<file path="src/rtl/mips_register_file.sv">
// Two-read, one-write general-purpose register file for the single-cycle MIPS datapath.
// Register 0 reads as zero; optional same-cycle write forwarding onto the read ports.
module mips_register_file #(
    parameter int DATA_WIDTH    = 32,
    parameter int NUM_REGISTERS = 32,
    parameter bit BYPASS        = 1'b0
) (
    input  logic                  clk,
    input  logic                  rst,
    input  logic [4:0]            readRegister1,
    input  logic [4:0]            readRegister2,
    input  logic [4:0]            writeRegister,
    input  logic [DATA_WIDTH-1:0] writeData,
    input  logic                  writeEnable,
    output logic [DATA_WIDTH-1:0] readData1,
    output logic [DATA_WIDTH-1:0] readData2
);

    localparam int MAX_REGS = 32;

    // Storage spans the whole 5-bit space; entries past NUM_REGISTERS stay at zero.
    logic [MAX_REGS-1:0][DATA_WIDTH-1:0] regs_q;
    logic [MAX_REGS-1:0][DATA_WIDTH-1:0] regs_d;
    logic                                wr_valid;

    function automatic logic addr_valid(input logic [4:0] a);
        return (a != 5'd0) && (int'(a) < NUM_REGISTERS);
    endfunction

    function automatic logic [DATA_WIDTH-1:0] read_port(
        input logic [4:0]                          a,
        input logic [MAX_REGS-1:0][DATA_WIDTH-1:0] regs,
        input logic                                live,
        input logic                                fwd,
        input logic [4:0]                          waddr,
        input logic [DATA_WIDTH-1:0]               wdata
    );
        logic [DATA_WIDTH-1:0] v;
        v = '0;
        if (live && addr_valid(a)) begin
            v = regs[a];
            if (BYPASS && fwd && (waddr == a)) begin
                v = wdata;
            end
        end
        return v;
    endfunction

    always_comb begin
        wr_valid = rst && writeEnable && addr_valid(writeRegister);
        regs_d   = regs_q;
        for (int i = 1; i < MAX_REGS; i++) begin
            if (wr_valid && (writeRegister == 5'(i))) begin
                regs_d[i] = writeData;
            end
        end
        regs_d[0] = '0;
    end

    always_comb begin
        readData1 = read_port(readRegister1, regs_q, rst, wr_valid,
                              writeRegister, writeData);
        readData2 = read_port(readRegister2, regs_q, rst, wr_valid,
                              writeRegister, writeData);
    end

    always_ff @(posedge clk or negedge rst) begin
        if (!rst) begin
            regs_q <= '0;
        end else begin
            regs_q <= regs_d;
        end
    end

endmodule

</file>
<file path="config.mk">
export PLATFORM = sky130hd
export DESIGN_NAME = mips_register_file
export DESIGN_NICKNAME = d
export VERILOG_FILES = /design/src/rtl/mips_register_file.sv
export SDC_FILE = /design/constraint.sdc
export NUM_CORES = 2
export LEC_CHECK = 0
export CAP_MARGIN = 20
export CORE_MARGIN = 2
export CORE_UTILIZATION = 65
export CTS_BUF_LIST = sky130_fd_sc_hd__clkbuf_16
export CTS_CLUSTER_DIAMETER = 60
export DETAILED_ROUTE_END_ITERATION = 10
export PLACE_DENSITY_LB_ADDON = 0.1
export SLEW_MARGIN = 10
export SYNTH_ARGS = -nofsm -noshare
export SYNTH_HDL_FRONTEND = slang
export SYNTH_SLANG_ARGS = --single-unit
</file>
<file path="constraint.sdc">
create_clock -name clk -period 7.4 [get_ports clk]
set_input_delay 1.48 -clock clk [delete_from_list [all_inputs] [get_ports clk]]
set_output_delay 1.48 -clock clk [all_outputs]
set_load 0.01 [all_outputs]
</file>
==> Word level (Yosys, flattened, before mapping) <==
Index checks and enable logic that the tools add are counted.
{ "totals": {"reg_bits": 992, "latchBits": 0, "ram_bits": 0, "romBits": 0, "input_bits": 50, "output_inout_bits": 64, "elab_cells": 108, "mem_count": 0} }
{ "op_classes": {"addsub": 0, "n_mul": 0, "div": 0, "magnitude_cmp": 2, "n_eq_ne": 31, "shift": 0, "n_mux": 6, "bitwise_logic": 0, "n_reduce_logical": 38} }
{ "op_table": {"columns": ["operator", "count"], "rows": [
  ["$bmux W32 S5", 2],
  ["$mux W32", 4],
  ["$eq A5 B5 Y1 const B", 16],
  ["$eq A5 B4 Y1 const B", 8],
  ["$logic_and A1 B1 Y1", 35],
  ["$eq A5 B3 Y1 const B", 4],
  ["$reduce_bool A5 Y1", 3],
  ["$lt A5 B6 Y1 const B", 2],
  ["$eq A5 B2 Y1 const B", 2],
  ["$eq A5 B1 Y1 const B", 1]
]} }

==> Depth between registers and ports, before layout <==
{ "depth": {"ltp_word": 3, "mapped_depth": 9, "mapped_depth_nobuf": 4} }

==> Least setup slack after synthesis <==
No wires, ideal clock.
{ "synth_timing": {"kind": "input to output", "start": "in readRegister2[0]", "end": "out readData2[18]", "arrival_time_ps": 3066, "required_ps": 5920, "path_slack_ps": 2854, "path_stages": 9, "path_buffers": 5, "path_cell_list": "buf_6 -> buf_12 -> buf_12 -> buf_12 -> and2_4 -> buf_6 -> a22oi_1 -> a21oi_1 -> a2111oi_1"} }
{ "synth_between": {"elab_chain_len": 3, "elab_cells_between_ends": 5, "cone_classes": "3 x mux; 2 x reduce/logical"} }
{ "synth_rtl": {"columns": ["item", "line_no", "source"], "rows": [
  ["from (decl)", "11", "input logic [4:0] readRegister2,"],
  ["$bmux W32 S5 or $reduce_bool A5 Y1 (tied branches)", "41, 27", null],
  ["$mux W32 (not written as such) or $logic_and A1 B1 Y1 (tied branches)", "41, 40", null],
  ["$mux W32 (*)", "40", "if (live && addr_valid(a)) begin"],
  ["to (decl)", "16", "output logic [DATA_WIDTH-1:0] readData2"]
]} }
Every way passes the cells marked *; elsewhere a longest branch is shown, timed or not. The select of a mux whose other input is x is not followed.

==> Worst setup path in the final report <==
{ "layout_timing": {"start": "in readRegister2[4]", "end": "out readData2[10]"} }
Same word-level chain as after synthesis.

==> flow_summary.json <==
{
  "synth_edf_count": 0,
  "postLayoutCellArea_mm2": 0.0591,
  "clock_latency_ns": 0.69,
  "ys_top_cells_by_count": "mux2_2 (1071), dfrtp_1 (992), mux2i_1 (321)",
  "status": "finished, final reports clean",
  "synth_ff_type": "dfrtp_1",
  "area_growth_pct": 9.94,
  "routed_wl_um": 176000,
  "grt_pass1_wl_um": 258000,
  "top_register": "regs_q",
  "fmax_mhz": 154,
  "synth-simple-area-share_pct": 1.63,
  "crit_required_ns": 5.92,
  "synth.top_cell.area_share_pct": 46.2,
  "die_area_mm2": 0.0850,
  "place.port_buffers": 113,
  "tritoncts.num_buffers": 110,
  "setup_viol": 0,
  "synth_xor_area_share_pct": 0,
  "worstHoldPathType": "reg -> reg",
  "grt_setup_unrepaired": "false",
  "async_reset_ff_share_pct": 100,
  "antenna_found_initial": 9,
  "fp.dieH_um": 292,
  "p_leak_nw": 26.5,
  "track_usage_pct": 41.6,
  "powerDensity_mw_per_mm2": 249,
  "crit_arrival_ns": 5.01,
  "boundaryPins": 114,
  "gp_congestion": 0.925,
  "nNetsFinal": 3721,
  "finClkSkew_ns": 0,
  "synth_seq_area_share_pct": 46.2,
  "drv_cap": 0,
  "avgViaCountPerCell": 7.70,
  "grt_max_degree": 171,
  "cp_cell_sequence": "clkdlybuf4s50_1 -> or2_2 -> buf_4 -> buf_4 -> a221o_1 -> nand4_1 -> a222oi_1 -> clkdlybuf4s50_1",
  "numClockSinks": 992,
  "post-cts-setup-buffer-count": 0,
  "cts_resized": 0,
  "drtPass1Iterations": 6,
  "timing.final.crit_share_pct": 87.7,
  "synthesis.nets": 3785,
  "top_regs": "regs_q (992)",
  "largest_register_ffs": 992,
  "grt_overflow": 0,
  "cp_slowest_cell": "clkdlybuf4s50_1",
  "worstMarginPinSlew_ns": 1.22,
  "ctsHoldBuffers": 0,
  "whs_ns": 0.522,
  "cts_root_buffer": "clkbuf_16",
  "synth_most_common_cell": "mux2_2",
  "fp.coreArea_mm2": 0.0820,
  "drv_slew": 0,
  "syn_inst": 3735,
  "drc": 0,
  "slew_headroom_pct": 18.8,
  "vias": 37254,
  "synth_cell_type_count": 55,
  "synth.top_cells.by_area": "dfrtp_1 (46%), mux2_2 (22%), mux4_2 (13%)",
  "synth_compound_area_share_pct": 6.15,
  "synth_fa_ha_area_share_pct": 0,
  "fp.dieW_um": 292,
  "slowest_delay_ns": 0.82,
  "setup_tns_ns": 0,
  "cts.path.max_buffers": 3,
  "initial_core_util_pct": 65.6,
  "synth_area_leader_cell": "dfrtp_1",
  "critPathMaxFanout": 16,
  "ir_drop_uv": 225,
  "yosys_register_bits": 992,
  "synth.avg_cell_area_um2": 14.4,
  "cts_tree": "yes",
  "fillerInstances": 5253,
  "ant_nets": 0,
  "synth_top_family_by_area": "multiplexers",
  "synth_warnings": 0,
  "syn_area_mm2": 0.0538,
  "crit_type": "in -> out",
  "htree_levels": 3,
  "drt_iter0_markers": 4954,
  "drive_gt1_share_pct": 46.1,
  "finalHoldViolations": 0,
  "cp-end-kind": "primary output",
  "finalCriticalPeriod_ns": 6.49,
  "grt_pass1_vias": 37849,
  "wl_per_cell_um": 36.5,
  "dpl_cell_area_mm2": 0.0555,
  "synth.area.mux_share_pct": 42.1,
  "clkSlewWorstSetupHoldPaths_ns": 0.06,
  "hpwl_um": 106000,
  "row_count": 105,
  "critPathLaunchType": "input port"
}
==> placed cells by master, fill, tap and decap left out, types with 20 or more instances in the layout <==
master / synthesis / routed
mux2_2: 1071 / 1071
dfrtp_1: 992 / 992
mux2i_1: 321 / 321
mux4_2: 309 / 309
clkbuf_16: 0 / 112
buf_4: 29 / 106
clkdlybuf4s50_1: 0 / 103
a22oi_1: 102 / 102
nand2_1: 58 / 53
a32oi_1: 51 / 51
a221o_1: 49 / 49
a21oi_1: 48 / 48
o21ai_0: 46 / 46
nand2b_1: 35 / 35
a221oi_1: 34 / 34
a31oi_1: 31 / 31
inv_1: 3 / 30
nor2_4: 0 / 25
mux2_1: 20 / 20
==> power by group <==
group          leakage (nW)  switching (W)  internal (W)
Sequential             13.2       0.000576       0.00614
Clock                  1.84        0.00231       0.00315
Combinational          11.5        0.00116       0.00137
Total                  26.5        0.00404        0.0107
==> critical path: cells and delay by family <==
kind | cells | cell delay [ns]
compound gates | 2 | 0.67
buf+inv | 4 | 2.03
simple gates | 2 | 0.81
==> cell type report <==
type | count | area (um^2) | share of cell area [%]
clock inverter | 89 | 741 | 1.25
timing repair buffer | 235 | 2260 | 3.82
clock buffer | 112 | 2800 | 4.74
multi-input combinational | 2328 | 27100 | 45.9
sequential | 992 | 24800 | 42.0
antenna | 6 | 15.0 | 0.0254
inverter | 4 | 15.0 | 0.0254
tap | 1070 | 1340 | 2.27
==> cells by family (layout without fill, tap and decap cells) <==
group / Yosys count / after routing
and+or+nand+nor: 171 / 171
muxes: 1728 / 1728
buffers and inverters: 415 / 440
AOI/OAI and AO/OA: 429 / 429
other: 0 / 6
DFF: 992 / 992
==> routing by layer <==
layer | GRT usage [%] | part of all wire [%] | vias to the layer above | wire [um]
li1 | - | - | 14368 | -
met1 | 55.7 | 37 | 19546 | 65400
met2 | 62.2 | 45 | 2655 | 79500
met3 | 11.0 | 11 | 683 | 19900
met4 | 23.1 | 6.6 | 2 | 11700
met5 | 0 | 0.0074 | - | 13
==> final timing paths <==
kind / start / to / slack, ns / cells past startpoint
max: readRegister2[4] / readData2[10] / 0.91 / 8
min: regs_q[155] / regs_q[155] / 0.52 / 1
max reg2reg: regs_q[95] / regs_q[95] / 6.56 / 1
min reg2reg: regs_q[155] / regs_q[155] / 0.52 / 1
max in group asynchronous: rst / regs_q[784] / 3.87 / 4
min in group asynchronous: rst / regs_q[711] / 0.71 / 1
==> stage by stage <==
stage / util [%] / instances / total power [W] / setup slack, ns
after floorplan: - / 3735 / 0.00839 / 2.85
after global placement: 67.7 / 4625 / 0.00909 / 1.13
after detailed placement: 67.7 / 4626 / 0.00925 / 1.08
after CTS: 72.0 / 4827 / 0.0146 / 1.07
after global routing: 72.1 / 4832 / 0.0151 / 1.01
final: 72.1 / 4836 / 0.0147 / 0.912
(Power assumes the default switching activity.)
